===== src/rtl/trp_sequencer_8.sv =====
// Command sequencer for an external trp unit: streams elements in, collects the
// expected number of results into a 2-entry FWFT FIFO and signals completion.
module trp_sequencer_8 #(
   parameter int WIDTH   = 8,
   parameter int MAXLEN  = 8,
   parameter int TIMEOUT = 255
) (
   input  logic             clk,
   input  logic             reset,
   input  logic             cmd_valid,
   output logic             cmd_ready,
   input  logic [1:0]       cmd_mode,
   input  logic [3:0]       cmd_len,
   input  logic             in_valid,
   output logic             in_ready,
   input  logic [WIDTH-1:0] in_data,
   output logic             trp_en,
   output logic [WIDTH-1:0] trp_a,
   output logic [1:0]       trp_mode,
   output logic             trp_read,
   input  logic             trp_busy,
   input  logic             trp_valid,
   input  logic [WIDTH-1:0] trp_out,
   output logic             res_valid,
   input  logic             res_ready,
   output logic [WIDTH-1:0] res_data,
   output logic             res_last,
   output logic             done,
   output logic             err
);
   localparam int TW = (TIMEOUT < 2) ? 1 : $clog2(TIMEOUT + 1);
   localparam logic [TW-1:0] TMO_LAST = TW'(TIMEOUT - 1);
   localparam logic [3:0]    MAX_LEN  = 4'(MAXLEN);

   typedef enum logic [1:0] {IDLE, FEED, COLLECT, FINISH} state_t;

   state_t                   state, state_nx;
   logic                     boot_q;
   logic [1:0]               mode_q;
   logic [3:0]               len_q, in_cnt, res_cnt, exp_cnt;
   logic [TW-1:0]            tmo_cnt;
   logic                     err_q;
   logic                     trp_en_q;
   logic [WIDTH-1:0]         trp_a_q;
   logic [1:0][WIDTH-1:0]    fifo_data;
   logic [1:0]               fifo_last;
   logic                     wr_ptr, rd_ptr;
   logic [1:0]               fifo_cnt;
   logic                     fifo_empty, fifo_full;
   logic                     len_ok, cmd_fire, in_fire, push, pop, push_last;

   assign fifo_empty = (fifo_cnt == 2'd0);
   assign fifo_full  = (fifo_cnt == 2'd2);
   assign len_ok     = (cmd_len != 4'd0) && (cmd_len <= MAX_LEN);
   assign exp_cnt    = (mode_q == 2'b11) ? len_q : 4'd1;
   assign push_last  = (res_cnt == exp_cnt - 4'd1);
   assign in_fire    = in_valid && in_ready;
   assign res_valid  = !fifo_empty && !reset;
   assign pop        = res_valid && res_ready;

   // Outputs are forced to their reset values while reset is held, not just after it.
   assign trp_en   = trp_en_q && !reset;
   assign trp_a    = reset ? '0 : trp_a_q;
   assign trp_mode = reset ? 2'b00 : mode_q;
   assign res_data = res_valid ? fifo_data[rd_ptr] : '0;
   assign res_last = res_valid && fifo_last[rd_ptr];

   always_comb begin
      state_nx  = state;
      cmd_ready = 1'b0;
      cmd_fire  = 1'b0;
      in_ready  = 1'b0;
      trp_read  = 1'b0;
      push      = 1'b0;
      done      = 1'b0;
      err       = 1'b0;
      if (!reset) begin
         case (state)
            IDLE: begin
               cmd_ready = !boot_q && !trp_busy && fifo_empty;
               cmd_fire  = cmd_valid && cmd_ready;
               if (cmd_fire) state_nx = len_ok ? FEED : FINISH;
            end
            FEED: begin
               in_ready = 1'b1;
               if (in_valid && (in_cnt == len_q - 4'd1)) state_nx = COLLECT;
            end
            COLLECT: begin
               if (trp_valid && !fifo_full) begin
                  push     = 1'b1;
                  trp_read = 1'b1;
                  if (push_last) state_nx = FINISH;
               end else if (tmo_cnt == TMO_LAST) begin
                  state_nx = FINISH;
               end
            end
            FINISH: begin
               if (fifo_empty) begin
                  done     = 1'b1;
                  err      = err_q;
                  state_nx = IDLE;
               end
            end
            default: state_nx = IDLE;
         endcase
      end
   end

   always_ff @(posedge clk) begin
      if (reset) begin
         state     <= IDLE;
         boot_q    <= 1'b1;
         mode_q    <= 2'b00;
         len_q     <= 4'd0;
         in_cnt    <= 4'd0;
         res_cnt   <= 4'd0;
         tmo_cnt   <= '0;
         err_q     <= 1'b0;
         trp_en_q  <= 1'b0;
         trp_a_q   <= '0;
         fifo_data <= '0;
         fifo_last <= 2'b00;
         wr_ptr    <= 1'b0;
         rd_ptr    <= 1'b0;
         fifo_cnt  <= 2'd0;
      end else begin
         state    <= state_nx;
         boot_q   <= 1'b0;
         trp_en_q <= in_fire;
         if (in_fire) begin
            trp_a_q <= in_data;
            in_cnt  <= in_cnt + 4'd1;
         end
         if (cmd_fire) begin
            mode_q  <= cmd_mode;
            len_q   <= cmd_len;
            in_cnt  <= 4'd0;
            res_cnt <= 4'd0;
            tmo_cnt <= '0;
            err_q   <= !len_ok;
         end
         if (state == COLLECT) begin
            if (push) begin
               res_cnt <= res_cnt + 4'd1;
               tmo_cnt <= '0;
            end else begin
               tmo_cnt <= tmo_cnt + 1'b1;
               if (state_nx == FINISH) err_q <= 1'b1;
            end
         end
         if (push) begin
            fifo_data[wr_ptr] <= trp_out;
            fifo_last[wr_ptr] <= push_last;
            wr_ptr            <= ~wr_ptr;
         end
         if (pop) rd_ptr <= ~rd_ptr;
         fifo_cnt <= fifo_cnt + {1'b0, push} - {1'b0, pop};
      end
   end
endmodule


===== config.mk =====
export PLATFORM = sky130hd
export DESIGN_NAME = trp_sequencer_8
export DESIGN_NICKNAME = d
export VERILOG_FILES = /design/src/rtl/trp_sequencer_8.sv
export SDC_FILE = /design/constraint.sdc
export NUM_CORES = 1
export LEC_CHECK = 0
export CORE_ASPECT_RATIO = 1.5
export CORE_MARGIN = 1
export CORE_UTILIZATION = 51
export DETAILED_ROUTE_END_ITERATION = 10
export PLACE_DENSITY_LB_ADDON = 0.1
export SYNTH_ARGS = -nofsm -noshare
export SYNTH_HDL_FRONTEND = slang
export SYNTH_SLANG_ARGS = --single-unit

===== constraint.sdc =====
create_clock -name clk -period 2.4 [get_ports clk]
set_input_delay 0.6 -clock clk [delete_from_list [all_inputs] [get_ports clk]]
set_output_delay 0.6 -clock clk [all_outputs]
set_load 0.005 [all_outputs]

# Word level (Yosys, flattened, before mapping)
# Index checks and enable logic that the tools add are counted.
[classes]
n_addsub = 7
muxes = 49
order_cmp = 4
n_reduce_logical = 23
n_bitwise = 2
eq_ne = 9
[ops]
columns = ["cell", "n"]
rows = [
  ["$mux 8", 8],
  ["$mux 1", 23],
  ["$mux 2", 9],
  ["$bwmux 16", 1],
  ["$mux 4", 4],
  ["$logic_and 1x1->1", 12],
  ["$eq 2x2->1 const B", 5],
  ["$add 4x1->4 const B", 2],
  ["$add 8x1->8 const B", 1],
  ["$demux 8 s1", 1],
  ["$eq 4x4->1", 2],
  ["$eq 8x8->1 const B", 1],
  ["$pmux 2 s4", 1],
  ["$sub 4x1->4 const B", 2],
  ["$logic_not 1->1", 6],
  ["$le 4x4->1 const B", 1],
  ["$logic_not 2->1", 2],
  ["$lt 1x2->1 const B", 2],
  ["$reduce_bool 4->1", 1],
  ["$add 2x1->2", 1],
  ["$bwmux 2", 1],
  ["$eq 2x1->1 const B", 1],
  ["$not 1->1", 2],
  ["$reduce_bool 2->1", 1],
  ["4 further kinds", 4],
]
[totals]
ff_bits = 57
in_bits = 29
elab_cells = 110
output_inout_bits = 26

# Logic depth before layout (Yosys ltp)
# Gate-level depths: netlist (run 1).
[depth]
depth_word = 12
depth_mapped = 10

# Least setup slack after synthesis (run 1)
# Ideal clock, no wire load.
[synth_path]
kind = "in2reg"
start = "in reset"
end = "reg fifo_cnt[1]"
arrival_ps = 2108
t_required_ps = 2272
path_buffers = 0
setup_time_ps = 128
path_stages = 10
setup_slack_ps = 164
path_cell_list = "clkinv_1 o21ai_1 inv_1 and2_1 ha_1 inv_1 ha_1 xor2_1 xnor2_1 nor2_1"
[synth_via]
elab_chain_cells = 4
[synth_rtl]
columns = ["item", "line", "text"]
rows = [
  ["start: declaration", "9", "input logic reset,"],
  ["$logic_not 1->1", "-", ""],
  ["$logic_and 1x1->1", "58", "assign res_valid = !fifo_empty && !reset;"],
  ["named net res_valid", "24", "output logic res_valid,"],
  ["$logic_and 1x1->1", "59", "assign pop = res_valid && res_ready;"],
  ["named net pop", "50", "logic len_ok, cmd_fire, in_fire, push, pop, push_last;"],
  ["$sub 2x1->2", "157", "fifo_cnt <= fifo_cnt + {1'b0, push} - {1'b0, pop};"],
  ["end signal: assignment", "157", ""],
  ["end: declaration", "48", "logic [1:0] fifo_cnt;"],
]
# The timed path passes the listed nets, and every way through them passes these cells.
# A chain may end at the register's enable or synchronous reset.

# Worst setup path in the final report (run 1)
[layout_path]
start = "in reset"
end = "out err"
[layout_via]
elab_chain_cells = 1
[layout_rtl]
columns = ["item", "line", "text"]
rows = [
  ["$mux 1", "77", "if (!reset) begin"],
  ["end: declaration", "29", "output logic err"],
]
# No other way between the ends.

==> results of run 1 <==
cell type report:
class	count	share of cell area
Sequential cell	57	0.307
Clock buffer	12	0.0416
Timing Repair Buffer	78	0.196
Clock inverter	3	0.0107
Inverter	9	0.00939
Tap cell	68	0.0228
Multi-Input combinational cell	230	0.412
cells by family (layout without fill, tap and decap cells):
logic type / count (synthesis) / count (layout) / synth area share
AO/OA/AOI/OAI: 41 / 41 / 0.103
XOR/XNOR: 18 / 18 / 0.0622
adder cells (fa/ha/maj): 8 / 8 / 0.0363
buffers and inverters: 21 / 102 / 0.0354
flip-flops: 57 / 57 / 0.414
multiplexers: 27 / 27 / 0.102
AND/OR/NAND/NOR: 136 / 136 / 0.248
worst max-delay path by stage:
| stage | start | end | cells past startpoint |
|---|---|---|---|
| finish | reset | err | 5 |
| CTS | reset | trp_a[5] | 4 |
| global placement | trp_busy | cmd_ready | 4 |
| detailed placement | trp_busy | cmd_ready | 4 |
| floorplan | reset | fifo_cnt[1] | 10 |
| global route | reset | res_data[4] | 6 |
power by group through the flow:
| stage | sequential [mW] | combinational (mW) | clock, mW |
|---|---|---|---|
| 2_1_floorplan | 0.983 | 0.0647 | 0 |
| 3_3_place_gp | 0.986 | 0.146 | 0 |
| 3_5_place_dp | 0.986 | 0.147 | 0 |
| 4_1_cts | 0.964 | 0.150 | 0.903 |
| 5_1_grt | 0.966 | 0.163 | 0.945 |
| 6_report | 0.965 | 0.151 | 0.886 |
cell usage in the layout (no fill, tap or decap), types with 2 or more instances in the layout:
| cell type | netlist | final |
|---|---|---|
| nor2_2 | 0 | 2 |
| dlygate4sd2_1 | 0 | 4 |
| nand2b_1 | 3 | 3 |
| o21ai_0 | 9 | 9 |
| a31oi_1 | 3 | 3 |
| and2_1 | 2 | 2 |
| inv_1 | 7 | 7 |
| a211oi_1 | 2 | 2 |
| o31ai_1 | 2 | 2 |
| and3_1 | 3 | 3 |
| or3b_2 | 2 | 2 |
| nand3b_1 | 3 | 3 |
| nand3_1 | 27 | 27 |
| clkdlybuf4s50_1 | 0 | 44 |
| nor2_1 | 49 | 47 |
| dfxtp_1 | 57 | 55 |
| mux2_2 | 8 | 8 |
| buf_4 | 0 | 22 |
| xor2_1 | 7 | 7 |
| nor3_1 | 3 | 3 |
| a21oi_1 | 11 | 11 |
| xnor2_1 | 10 | 10 |
| or3_1 | 2 | 2 |
| nand2_1 | 19 | 19 |
| a22o_1 | 4 | 4 |
| mux2i_1 | 19 | 19 |
| dlymetal6s2s_1 | 0 | 5 |
| nand4_1 | 3 | 3 |
| nor2b_1 | 12 | 10 |
| ha_1 | 8 | 8 |
| nor2b_2 | 0 | 2 |
| clkbuf_8 | 0 | 11 |
| clkinv_2 | 0 | 3 |
per-layer routing:
metal / global-route usage / wire length, um / share of wire
met1: 0.266 / 2570 / 0.41
met5: 0 / 0 / 0
met4: 0.133 / 123 / 0.020
met2: 0.395 / 3250 / 0.52
met3: 0.0621 / 255 / 0.041
Yosys cell counts (3+ instances only):
master / n / area [um2]
a21oi_1: 11 / 55.1
a22o_1: 4 / 35.0
a31oi_1: 3 / 18.8
and3_1: 3 / 18.8
clkbuf_1: 6 / 22.5
dfxtp_1: 57 / 1140
ha_1: 8 / 100
inv_1: 7 / 26.3
mux2_2: 8 / 90.1
mux2i_1: 19 / 190
nand2_1: 19 / 71.3
nand2b_1: 3 / 18.8
nand3_1: 27 / 135
nand3b_1: 3 / 22.5
nand4_1: 3 / 18.8
nor2_1: 49 / 184
nor2b_1: 12 / 75.1
nor3_1: 3 / 15.0
o21ai_0: 9 / 45.0
xnor2_1: 10 / 87.6
xor2_1: 7 / 61.3
state kept, by name (all words and copies together) (netlist names), 2 cells and up:
| register | flops |
|---|---|
| fifo_cnt | 2 |
| fifo_last | 2 |
| trp_a_q | 8 |
| in_cnt | 4 |
| mode_q | 2 |
| res_cnt | 4 |
| state | 2 |
| tmo_cnt | 8 |
| fifo_data | 16 |
| len_q | 4 |
what timing repair did:
item / CTS / global route
endpoints found under the setup margin: 26 / 16
setup buffers: 1 / 0
gates resized for setup: 14 / 10
endpoints found under the hold margin: 0 / 0
pin swaps: 3 / 0
gates cloned: 1 / 0
per-stage QoR:
stage | hold slack (ns) | instance area, um2 | std cells | setup slack, ns | power [mW]
finish | 0.452 | 3730 | 457 | 0.0474 | 2.00
global route | 0.475 | 3730 | 457 | -0.0179 | 2.07
CTS | 0.456 | 3710 | 457 | 0.0238 | 2.02
detailed placement | 0.446 | 3480 | 440 | -0.341 | 1.13
global placement | 0.440 | 3480 | 440 | -0.320 | 1.13
floorplan | 0.417 | 2760 | 308 | 0.164 | 1.05
tightest hold or removal path, delay by kind of cell (launching register included):
family           cells  cell delay, ns
flip-flops           1            0.31
AND/OR/NAND/NOR      2            0.11
==> flow_metrics.py, run 1 <==
metrics = {
    "run_status": {
        "status": "completed",
    },
    "floorplan": {
        "rows": 32,
        "design.die.area_um2": 5710,
        "core_area_um2": 5160,
        "die_w_um": 62.0,
        "pin_count": 55,
        "die_h_um": 92.1,
        "initial_core_util": 0.534,
    },
    "worst_setup_path": {
        "crit_chain": "clkdlybuf4s15_2, nand2b_1, nor2_2, and2_1, clkdlybuf4s50_1",
        "reg2regPathDepth": 9,
        "crit_family": "buffers and inverters",
        "worstReg2RegStart": "state[1]",
        "worst-path-max-fanout": 4,
        "cp_slowest_stage_delay_ns": 0.50,
        "r2r_end": "fifo_cnt[1]",
        "critPathBufInv": 2,
        "r2r_slack_ns": 0.39,
        "critPathLaunchType": "input pin",
        "crit_arrival_ns": 1.75,
        "endpoint_kind": "primary output",
        "critical_path_required_ns": 1.80,
        "worst-setup-path-type": "input pin to primary output",
        "cpMaxStageDelayCell": "clkdlybuf4s50_1",
    },
    "placed_design": {
        "portBuffers": 54,
        "gp_congestion": 0.781,
        "hpwl_um": 4310,
    },
    "pwr": {
        "swShare": 0.218,
        "combPwrFrac": 0.075,
        "power.switching_mw": 0.436,
        "power_density_nw_per_um2": 536,
        "seqPwrFrac": 0.482,
        "power.internal_mw": 1.56,
        "clkPwrFrac": 0.443,
        "static-leakage-power_nw": 1.54,
        "ir_drop_mv": 0.416,
    },
    "finish": {
        "area_growth_pct": 35.3,
        "multiInputGateArea_um2": 1540,
        "drive_above_1_share": 0.170,
        "nFillCells": 401,
        "utilization": 0.722,
        "fin_nets": 422,
        "antenna_cells": 0,
        "ff_latch_area_um2": 1150,
    },
    "drt": {
        "ant_nets": 0,
        "wl_per_cell_um": 13.6,
        "drtIter0Drc": 125,
        "drc": 0,
        "vias_per_cell": 5.37,
        "drt_first_pass_iters": 4,
        "vias": 2455,
        "routed_wl_um": 6200,
    },
    "grt": {
        "antenna_found_initial": 0,
        "grt_usage": 0.239,
        "grt_pass1_vias": 2353,
        "grt_pass1_wl_um": 10100,
        "grt_max_degree": 26,
        "overflow": 0,
    },
    "clock_tree": {
        "root_buffer": "clkbuf_8",
        "cts_hold_buf": 0,
        "cts_tree": "done",
        "cts.htree.levels": 3,
        "clock_latency_ns": 0.34,
        "cts-buffers-inserted": 9,
        "numClockSinks": 57,
        "clk_path_buf_depth": 2,
        "clk_pin_slew_ns": 0.06,
    },
    "min_path": {
        "hold_class": "flip-flop to flip-flop",
        "worst_hold_startpoint": "fifo_data[8]",
        "holdPathStages": 2,
        "min_to": "fifo_data[8]",
    },
    "synthesis": {
        "synthFlopType": "dfxtp_1",
        "avgSynthCellArea_um2": 8.95,
        "synthDistinctLibCells": 50,
        "syn-num-nets": 345,
        "netlist_area_um2": 2760,
        "async_flop_share": 0,
        "syn-instance-count": 308,
        "ys_warn_count": 0,
        "ys_seq_elements": 57,
        "synth-edff-count": 0,
        "ys_seq_area_frac": 0.414,
    },
    "sta": {
        "finalMaxSlewViolations": 0,
        "finalHoldViolCount": 0,
        "skew_ns": 0.00363,
        "tightest_slew_ns": 0.466,
        "finalSetupViolCount": 0,
        "timing.fmax_mhz": 425,
        "rsz0062_at_grt": "true",
        "period_needed_ns": 2.35,
        "fin_setup_tns_ns": 0,
        "timing.slew.headroom": 0.688,
        "post-route-period-util": 0.980,
    },
    "flow_run": {
        "cap_viol_max_count": 0,
    },
}
No activity file was read; power rests on OpenSTA's default activity.
==> inputs of run 2 (changes only) <==
- RECOVER_POWER: not set -> 50
==> results of run 2 <==
Final layout, timing and power as in run 1 (identical DEF).
